===== src/rtl/sr_pkg.sv =====
// Shared definitions for the serial-link receive path.
//   sr_rx_state_t : receiver FSM states (IDLE between frames, SHIFT mid-frame)
//   SR_WIDTH_DEF  : default word length in bits
package sr_pkg;

  typedef enum logic {IDLE, SHIFT} sr_rx_state_t;

  localparam int unsigned SR_WIDTH_DEF = 4;

endpackage


===== src/rtl/sr_shift_in.sv =====
// Shift-in register for the LSB-first serial word.
// Each enabled cycle the new bit enters at the MSB and the register moves right.
//   clk, rst_n : clock, asynchronous active-low reset
//   en         : shift this cycle
//   din        : incoming serial bit
//   word       : {din, shift[WIDTH-1:1]}, the word as it becomes after the next shift;
//                once the last bit is on din this is the complete word in natural order
module sr_shift_in import sr_pkg::*; #(
  parameter int unsigned WIDTH = SR_WIDTH_DEF
) (
  input  logic             clk,
  input  logic             rst_n,
  input  logic             en,
  input  logic             din,
  output logic [WIDTH-1:0] word
);

  // Bit 0 of the full shift register is shifted out on the very next shift without ever
  // being read, so only the upper WIDTH-1 bits are kept.
  logic [WIDTH-2:0] shift_q;

  assign word = {din, shift_q};

  always_ff @(posedge clk or negedge rst_n) begin
    if (!rst_n) begin
      shift_q <= '0;
    end else if (en) begin
      shift_q <= word[WIDTH-1:1];
    end
  end

endmodule


===== src/rtl/sr_deserializer.sv =====
// Receive end of the parallel-load / shift-right serial link.
// Reassembles LSB-first words framed by sof and presents them on a valid/ready port.
//   clk, rst_n           : clock, asynchronous active-low reset
//   sdi, sdi_valid, sof  : serial bit, bit strobe, start-of-frame (qualified by sdi_valid)
//   out_data, out_valid  : completed word, held until accepted
//   out_ready            : consumer accept
//   busy                 : mid-frame
//   frame_err            : one-cycle pulse when a frame is aborted by a new sof
//   overrun              : sticky, a completed word was dropped; cleared by clr_ovr
//   clr_ovr              : synchronous overrun clear, wins over a same-cycle set
module sr_deserializer import sr_pkg::*; #(
  parameter int unsigned WIDTH = SR_WIDTH_DEF,
  parameter int unsigned CNT_W = $clog2(WIDTH) + 1
) (
  input  logic             clk,
  input  logic             rst_n,
  input  logic             sdi,
  input  logic             sdi_valid,
  input  logic             sof,
  output logic [WIDTH-1:0] out_data,
  output logic             out_valid,
  input  logic             out_ready,
  output logic             busy,
  output logic             frame_err,
  output logic             overrun,
  input  logic             clr_ovr
);

  localparam logic [CNT_W-1:0] CntLast = CNT_W'(WIDTH - 1);
  localparam logic [CNT_W-1:0] CntOne  = CNT_W'(1);

  sr_rx_state_t     state_q, state_d;
  logic [CNT_W-1:0] cnt_q, cnt_d;
  logic [WIDTH-1:0] out_data_q, out_data_d;
  logic             out_valid_q, out_valid_d;
  logic             frame_err_q, frame_err_d;
  logic             overrun_q, overrun_d;

  logic             shift_en;
  logic             complete;
  logic             load;
  logic [WIDTH-1:0] word;

  sr_shift_in #(
    .WIDTH (WIDTH)
  ) u_shift_in (
    .clk   (clk),
    .rst_n (rst_n),
    .en    (shift_en),
    .din   (sdi),
    .word  (word)
  );

  // Frame FSM and bit counter
  always_comb begin
    state_d     = state_q;
    cnt_d       = cnt_q;
    shift_en    = 1'b0;
    complete    = 1'b0;
    frame_err_d = 1'b0;
    unique case (state_q)
      IDLE: begin
        // Bits without sof between frames are ignored.
        if (sdi_valid && sof) begin
          shift_en = 1'b1;
          cnt_d    = CntOne;
          state_d  = SHIFT;
        end
      end
      SHIFT: begin
        if (sdi_valid) begin
          shift_en = 1'b1;
          if (sof) begin
            // Abort and restart with this bit as bit 0.
            frame_err_d = 1'b1;
            cnt_d       = CntOne;
          end else if (cnt_q == CntLast) begin
            complete = 1'b1;
            cnt_d    = '0;
            state_d  = IDLE;
          end else begin
            cnt_d = cnt_q + CntOne;
          end
        end
      end
    endcase
  end

  // Output register and flags
  always_comb begin
    // A completed word is taken if the output slot is empty or being emptied this cycle.
    load        = complete && (!out_valid_q || out_ready);
    out_valid_d = load || (out_valid_q && !out_ready);
    out_data_d  = load ? word : out_data_q;
    overrun_d   = clr_ovr ? 1'b0 : (overrun_q || (complete && out_valid_q && !out_ready));
  end

  always_ff @(posedge clk or negedge rst_n) begin
    if (!rst_n) begin
      state_q     <= IDLE;
      cnt_q       <= '0;
      out_data_q  <= '0;
      out_valid_q <= 1'b0;
      frame_err_q <= 1'b0;
      overrun_q   <= 1'b0;
    end else begin
      state_q     <= state_d;
      cnt_q       <= cnt_d;
      out_data_q  <= out_data_d;
      out_valid_q <= out_valid_d;
      frame_err_q <= frame_err_d;
      overrun_q   <= overrun_d;
    end
  end

  assign out_data  = out_data_q;
  assign out_valid = out_valid_q;
  assign frame_err = frame_err_q;
  assign overrun   = overrun_q;
  assign busy      = (state_q == SHIFT);

endmodule

===== config.mk =====
export PLATFORM = sky130hd
export DESIGN_NAME = sr_deserializer
export DESIGN_NICKNAME = d
export VERILOG_FILES = /design/src/rtl/sr_pkg.sv /design/src/rtl/sr_shift_in.sv /design/src/rtl/sr_deserializer.sv
export SDC_FILE = /design/constraint.sdc
export NUM_CORES = 1
export LEC_CHECK = 0
export CORE_ASPECT_RATIO = 1.25
export CORE_MARGIN = 1.5
export CORE_UTILIZATION = 35
export CTS_BUF_LIST = sky130_fd_sc_hd__clkbuf_16
export DETAILED_ROUTE_END_ITERATION = 10
export SETUP_SLACK_MARGIN = 0.02
export SYNTH_ARGS = -nofsm -noshare
export SYNTH_HDL_FRONTEND = slang
export SYNTH_SLANG_ARGS = --single-unit

===== constraint.sdc =====
create_clock -name clk -period 1.5 [get_ports clk]
set_input_delay 0.3 -clock clk [delete_from_list [all_inputs] [get_ports clk]]
set_output_delay 0.3 -clock clk [all_outputs]
set_load 0.05 [all_outputs]

* After elaboration in Yosys (flattened, before gate mapping)
Cells that the tools add are included.
** Word-level totals
- Bits in registers :: 14
- Output and inout port bits :: 8
** Cells by class
- Equality and inequality tests :: 3
- Bitwise logic cells :: 1
- Reduce and logical (&&, ||, !) cells :: 11
- Muxes and demuxes :: 20
- Add/sub/neg operators :: 1
** Operators with widths (number)
- $mux 1 :: 13
- $mux 3 :: 4
- $pmux 3 s2 :: 1
- $logic_and 1x1->1 :: 5
- $ne 2x2->1 const B :: 2
- $pmux 1 s2 :: 2
- $add 3x1->3 const B :: 1
- $eq 3x2->1 const B :: 1
- $logic_or 1x1->1 :: 3
- $logic_not 1->1 :: 2
- $reduce_and 2->1 :: 1
- $not 1->1 :: 1

* Longest topological paths before layout
- Word-level depth :: 9
- Depth in mapped cells :: 4

* Cells and area by module
From an unflattened synthesis, not the netlist that was laid out.
** Unflattened totals
- Cell total of the unflattened synthesis :: 48
- Area, all modules :: 654.4 um2
** Modules (own cells, without submodules)
- sr_deserializer :: area an instance 538.0 um2, instances 1, cells an instance 41
- sr_shift_in :: area an instance 116.4 um2, instances 1, cells an instance 7

* Worst setup path after synthesis
OpenSTA, ideal clock, no wires.
- Kind :: register to register
- From :: register state_q, in the netlist busy
- To :: register out_data_q[0], in the netlist out_data[0]
- Path slack :: 35 ps
- Period minus slack after synthesis :: 1465 ps
- Arrival :: 1337 ps
- Data required time :: 1372 ps
- Stages on the path, launching flop included :: 4
- Cells stage by stage :: dfrtp_1 buf_2 nand4_4 mux2_1
** Between the ends
- Cells in the longest elaborated chain, start to end :: 2
** Ends and longest elaborated chain
- start, declared :: line sr_deserializer.sv:32 : sr_rx_state_t state_q, state_d;
- start signal, assigned :: line sr_deserializer.sv:107 : state_q <= state_d;
- $mux 1 :: line sr_deserializer.sv:61 : unique case (state_q)
- $logic_and 1x1->1 :: line sr_deserializer.sv:92 : load = complete && (!out_valid_q || out_ready);
- end signal, assigned :: line sr_deserializer.sv:109 : out_data_q <= out_data_d;
- end, declared :: line sr_deserializer.sv:34 : logic [WIDTH-1:0] out_data_q, out_data_d;
No other way between the ends.
A chain may end at the register's enable or synchronous reset.

* Worst setup path in the final report
- From :: register cnt_q[0]
- To :: register out_data_q[1], in the netlist out_data[1]
** Between the ends
- Cells in the longest elaborated chain, start to end :: 6
** Ends and longest elaborated chain
- start, declared :: line sr_deserializer.sv:33 : logic [CNT_W-1:0] cnt_q, cnt_d;
- start signal, assigned :: line sr_deserializer.sv:108 : cnt_q <= cnt_d;
- $eq 3x2->1 :: line sr_deserializer.sv:77 : end else if (cnt_q == CntLast) begin
- $mux 1 :: line sr_deserializer.sv:77
- $mux 1 :: line sr_deserializer.sv:73 : if (sof) begin
- $mux 1 :: line sr_deserializer.sv:71 : if (sdi_valid) begin
- $mux 1 :: line sr_deserializer.sv:61
- $logic_and 1x1->1 :: line sr_deserializer.sv:92
No other way between the ends.

==> metrics.md <==
| Metric | Value |
|---|---|
| Arr. time, crit path | 1.54 ns |
| Crit path max-delay family | simple AND/OR/NAND/NOR gates |
| Crit path cell chain | ha_2 -> nor3b_4 -> nand4_4 -> mux2_1 |
| Initial drt markers | 2 |
| Complex-gate fraction of the synthesized area | 12.35% |
| Netlist cell types | 24 |
| Syn. warnings | 0 |
| Fin crit share | 94.94% |
| Synth Register Bits | 14 |
| Fin worst setup slack | 0.07588 ns |
| Total CTS buffers | 3 |
| Crit start category | flip-flop |
| Status | complete, no violations |
| Avg Inst Size Synth | 13.44 um^2 |
| Initial antenna violation count | 0 |
| Non-Filler Instances | 87 |
| Hold crit path type | in2async |
| Clock Latency Late Sink | roughly 0.24 ns |
| Routability Congestion | 0.7131 |
| Critical setup path kind | reg2reg |
| Max stage delay on crit path | 0.37 ns |
| Met3 routed WL | 52 um |
| Cells after DPL | 83 |
| Drt wl/cell | 12.95 um |
| Post-Syn Area | slightly above 600 um^2 |
| Core area | ~0.0016 mm^2 |
| First-pass GRT wire length | 1987 um |
| Worst setup EP type | flip-flop |
| Crit path max fanout | 4 |
| Top sig layer | met4 |
| Predominant post-synthesis flop cell | dfrtp_1 |
| Final Util | 61.72% |
| Initial Util | 38.59% |
| WL final | around 1100 um |
| Post-synthesis xor/xnor area fraction | 0% |
| CTS clk-pin slew, worst paths | 0.05 ns |
| Antenna viol nets, final | 0 |
| Max Clk Rate | 702.2 MHz |
| Post-synth top cells | dfrtp_1 (14), mux2_1 (4), mux2_2 (3) |
| Syn Nets | 54 |
| CTS H-tree depth | 1 |
| Post-Synth Simple-Gate Area | between 10% and 20% |
| Global Route Usage Sum | 14.25% |
| Ys async rst share | 100.0% |
| Largest net degree at the start of global routing | 15 |
| Drt first pass iters | 2 |
| Largest family of logic cells by synthesized area | simple AND/OR/NAND/NOR gates |
| Critical path buffers and inverters | 0 |
| Height of the die | between 40 and 50 um |
| Multi-input gate area in the final layout | about 250 um^2 |
| Top post-synthesis cells by area | dfrtp_1 (57%), mux2_1 (7.3%), mux2_2 (5.5%), nand4_4 (3.4%), nor3b_4 (3.0%) |
| Clock Sink Count | 14 |
| Number of flops mapped to enable cells by yosys | 0 |
| Via total after detailed routing | about 440 |
| CTS tree | yes |
| Top cell type's share of synthesized area | 56.68% |
| Port Buf Inserts | 14 |
| Remaining DRCs | 0 |
| Vias per cell | 5.046 |
| Final worst path period need | approximately 1.4 ns |
| Max-cap viol count | 0 |
| Slowest CP cell | dfrtp_1 |
| Slew HR | 83.89% |
| Die width | 40.59 um |
| Vias in the first global route | 474 |
| Post-Synth Adder-Cell Area | 2.024% |
| Fillers | roughly 130 |
| Layout cell share with drive strength beyond 1 | 40.58% |
| Critical path data required time | 1.62 ns |
| Total global routing overflow | 0 |
| Syn Inst Count | 46 |
| Die Footprint | 0.002029 mm^2 |
| Setup WS pre-CTS | -0.1588 ns |
| Slew @ Worst Pin | 0.2396 ns |
| Final hold viol count | 0 |
| RSZ-0062 raised after global routing | no |
| Hold Buf Count CTS | 0 |
| Area Overhead vs Synth | 59.92% |
| Worst VDD drop | 0.8590 mV |
| Most frequent cell after synthesis | dfrtp_1 |
| Mux cell area share after synthesis | 12.75% |
| Std-Cell Rows | 16 |
| ANT cells | 0 |
| I/O Pins | 15 |
| Met1 Routed Length | approximately 460 um |
| Clock skew | 0.004402 ns |
| CTS max path bufs | 2 |
| Final nets | 79 |
| Final setup violation count | 0 |
| Clk Tree Root Cell | clkbuf_16 |
| Detail Placement HPWL | 872.9 um |
| Met2 routed WL | 600 um |
| Max Slew Vio Count | 0 |
| Register area | ~350 um^2 |
| PD cells | 1867 mW/mm^2 |
| Setup tns final | 0 ns |
| Leakage | 0.4401 nW |
| Area leader, netlist | dfrtp_1 |
| Post-synthesis sequential area ratio | 56.68% |
metal layers:
layer / vias up / GRT usage [%]
met5: - / 0
met4: 0 / 6.667
met3: 2 / 3.153
met2: 11 / 23.81
met1: 212 / 16.03
li1: 214 / -
worst reg2reg max path: cells and delay by family, from the launching register on:
family / cells / cell delay [ns]
and+or+nand+nor: 2 / 0.39
muxes: 1 / 0.33
DFF: 1 / 0.37
adders and majority gates: 1 / 0.21
where the power goes:
group / leakage (nW) / internal, W / switching [W]
Clock: 0.0370 / 0.000348 / 0.000142
Sequential: 0.173 / 0.000483 / 0.0000889
Combinational: 0.230 / 0.000406 / 0.000378
Total: 0.440 / 0.00124 / 0.000609
flip-flops by register name (all words and copies together), names as in the netlist:
signal              cells
frame_err               1
cnt_q                   3
u_shift_in.shift_q      3
busy                    1
overrun                 1
out_valid               1
out_data                4
through the flow:
stage	area, um^2	total power, W	hold WS [ns]
after detailed placement	903.4	0.001362	0.4723
after floorplan	618.1	0.0009511	0.004409
after global routing	988.4	0.001934	0.3973
after global placement	903.4	0.001351	0.4713
final	988.4	0.001846	0.3714
after CTS	978.4	0.001853	0.3814
cell type report:
| class | instances | area share [%] |
|---|---|---|
| Timing Repair Buffer | 22 | 28.35 |
| Multi-Input combinational cell | 28 | 25.57 |
| Tap cell | 18 | 2.278 |
| Inverter | 2 | 0.7595 |
| Sequential cell | 14 | 35.44 |
| Clock buffer | 3 | 7.595 |
cell families (layout without fill, tap and decap cells):
group,count (synthesis),after routing
multiplexers,7,7
flip-flops,14,14
buffers and inverters,4,27
adder cells (fa/ha/maj),1,1
AO/OA/AOI/OAI,11,11
AND/OR/NAND/NOR,9,9
timing repair:
action	CTS	global route
setup endpoints to repair	0	4
gates resized for setup	0	1
setup buffers	0	1
worst paths after layout:
path                                                         from                      end  slack [ns]  cells past startpoint
worst max register to register               cnt_q[0]$_DFFE_PN0P_  out_data[1]$_DFFE_PN0P_        0.08                      4
worst max-delay path                         cnt_q[0]$_DFFE_PN0P_  out_data[1]$_DFFE_PN0P_        0.08                      4
min in group clk                u_shift_in.shift_q[0]$_DFFE_PN0P_  out_data[0]$_DFFE_PN0P_        0.48                      1
worst min register to register  u_shift_in.shift_q[0]$_DFFE_PN0P_  out_data[0]$_DFFE_PN0P_        0.48                      1
max in group asynchronous                                   rst_n  out_data[1]$_DFFE_PN0P_        0.96                      2
worst min-delay path                                        rst_n  out_data[3]$_DFFE_PN0P_        0.37                      2
cells in the final DEF (no fill, tap or decap):
master,Yosys,layout
clkdlybuf4s50_1,0,6
o21a_1,1,1
a31oi_1,1,1
nand2_1,1,1
nor2_1,1,1
buf_12,0,8
nor3b_4,1,1
dfrtp_1,14,14
ha_2,0,1
o21ai_0,1,1
and4b_1,1,1
clkbuf_16,0,3
a21oi_1,2,2
a22o_1,1,1
nand4_4,1,1
mux2_2,3,3
o31ai_1,1,1
mux2_1,4,4
nand3_1,1,1
a31o_2,1,1
a21boi_0,1,1
buf_4,0,8
o22ai_1,1,1
a21o_2,1,1
and3_2,1,1
nand2b_1,2,2
inv_1,2,2
Power figures use the tool's default switching activity.
==> variant: new RTL, same flow settings <==
Take the reset off `out_data_q` and load it in a clocked block of its own.
--- a/src/rtl/sr_deserializer.sv
+++ b/src/rtl/sr_deserializer.sv
@@ -101,3 +101,2 @@
       cnt_q       <= '0;
-      out_data_q  <= '0;
       out_valid_q <= 1'b0;
@@ -108,3 +107,2 @@
       cnt_q       <= cnt_d;
-      out_data_q  <= out_data_d;
       out_valid_q <= out_valid_d;
@@ -113,2 +111,6 @@
     end
+  end
+
+  always_ff @(posedge clk) begin
+    out_data_q <= out_data_d;
   end
Check against the original RTL: differs if rst_n is asserted again (counterexample within 10 cycles, from zero or initial values and one cycle with rst_n low); with rst_n held inactive, the same outputs for 10 cycles.
==> variant against the original RTL <==
  * Worst setup slack improved by 0.046 ns
  * Critical path type is now primary input to flop
  * Core utilization decreased by 1.4 points
  * Critical endpoint is now u_shift_in.shift_q[0]
  * Cell count decreased by 9.2%
  * Synthesized cell count decreased by 15%
  * Sequential cell count unchanged
  * Wire length decreased by 10%
  * Final area decreased by 4.7%
  * Synthesized area decreased by 5.9%
  * First-iteration DRC count decreased by 50%
  * Count of clock-buffer cells in the layout unchanged
Power is not compared: it rests on default switching activity, and its combinational part moved more than twofold at a synthesized area within 25%.
==> variant: results (changes against the original RTL) <==
stage;metric;value;unit;change
outcome;outcome;finished clean;;
logic_synthesis;yosysUniqueCellTypes;23;;-4.2%
grt;grt_max_degree;11;;-4
routing;vias;398;;-9.3%
sta;setup_slack;0.122;ns;+0.0461 ns
setup_path;r2r_end;out_data[3];;
setup_path;slowest_delay;0.57;ns;+0.20 ns
setup_path;arrival;1.49;ns;-0.05 ns
placement;dp.cells;75;;-9.6%
grt;track_usage;0.130;;-0.0127
placement;dpl.hpwl;817;um;-6.4%
final_layout;seqCellArea;372;sq um;+6.1%
placement;gp_congestion;0.721;;+1.1%
final_layout;buffers_excl_clock;19;;-14%
final_layout;fin_nets;70;;-11%
final_layout;buffer_area_frac;0.274;;-0.00997
setup_path;crit_family;buffers and inverters;;
setup_path;crit_end;u_shift_in.shift_q[0];;
final_layout;clkCellAreaFrac;0.0837;;+0.00772
grt;grt_pass1_wl;1.73;mm;-13%
placement;place_ws;-0.119;ns;+0.0400 ns
logic_synthesis;synth_edf_count;4;;+4
setup_path;crit_fanout;9;;+5
setup_path;r2r_setup_slack;0.16;ns;+0.08 ns
placement;dpl_cell_area;863;sq um;-4.4%
logic_synthesis;synth_cells;39;;-15%
setup_path;critPathSlowestCell;clkdlybuf4s50_1;;
final_layout;multi_input_area_share;0.220;;-0.0352
logic_synthesis;synth-async-reset-ratio;0.714;;-0.286
setup_path;crit_start;sof;;
logic_synthesis;synth_seq_area_share;0.637;;+0.0698
==> variant: how the worst min path moves through the flow <==
stage               slack [ns]  cells after the start                    end             startpoint
global placement          0.44                      0            out_data[0]  u_shift_in.shift_q[0]
floorplan                0.004                      0                   busy                  rst_n
CTS                       0.40                      1  u_shift_in.shift_q[1]                  rst_n
global route              0.43                      1  u_shift_in.shift_q[1]                  rst_n
finish                    0.38                      1                overrun                  rst_n
detailed placement        0.45                      0            out_data[0]  u_shift_in.shift_q[0]
==> variant: cell families after synthesis <==
kind of cell	after synthesis	share of synthesized area
flip-flops	14	0.637
multiplexers	3	0.0581
buffers and inverters	2	0.0150
adder cells (fa/ha/maj)	1	0.0215
AO/OA/AOI/OAI	9	0.138
AND/OR/NAND/NOR	10	0.131
==> variant: per-layer routing <==
layer	up-vias	global-route usage	routed length [um]
met5	-	0	0
met4	0	0.0517	0
met3	0	0.0459	71
met2	14	0.205	518
met1	192	0.154	420
li1	192	-	-
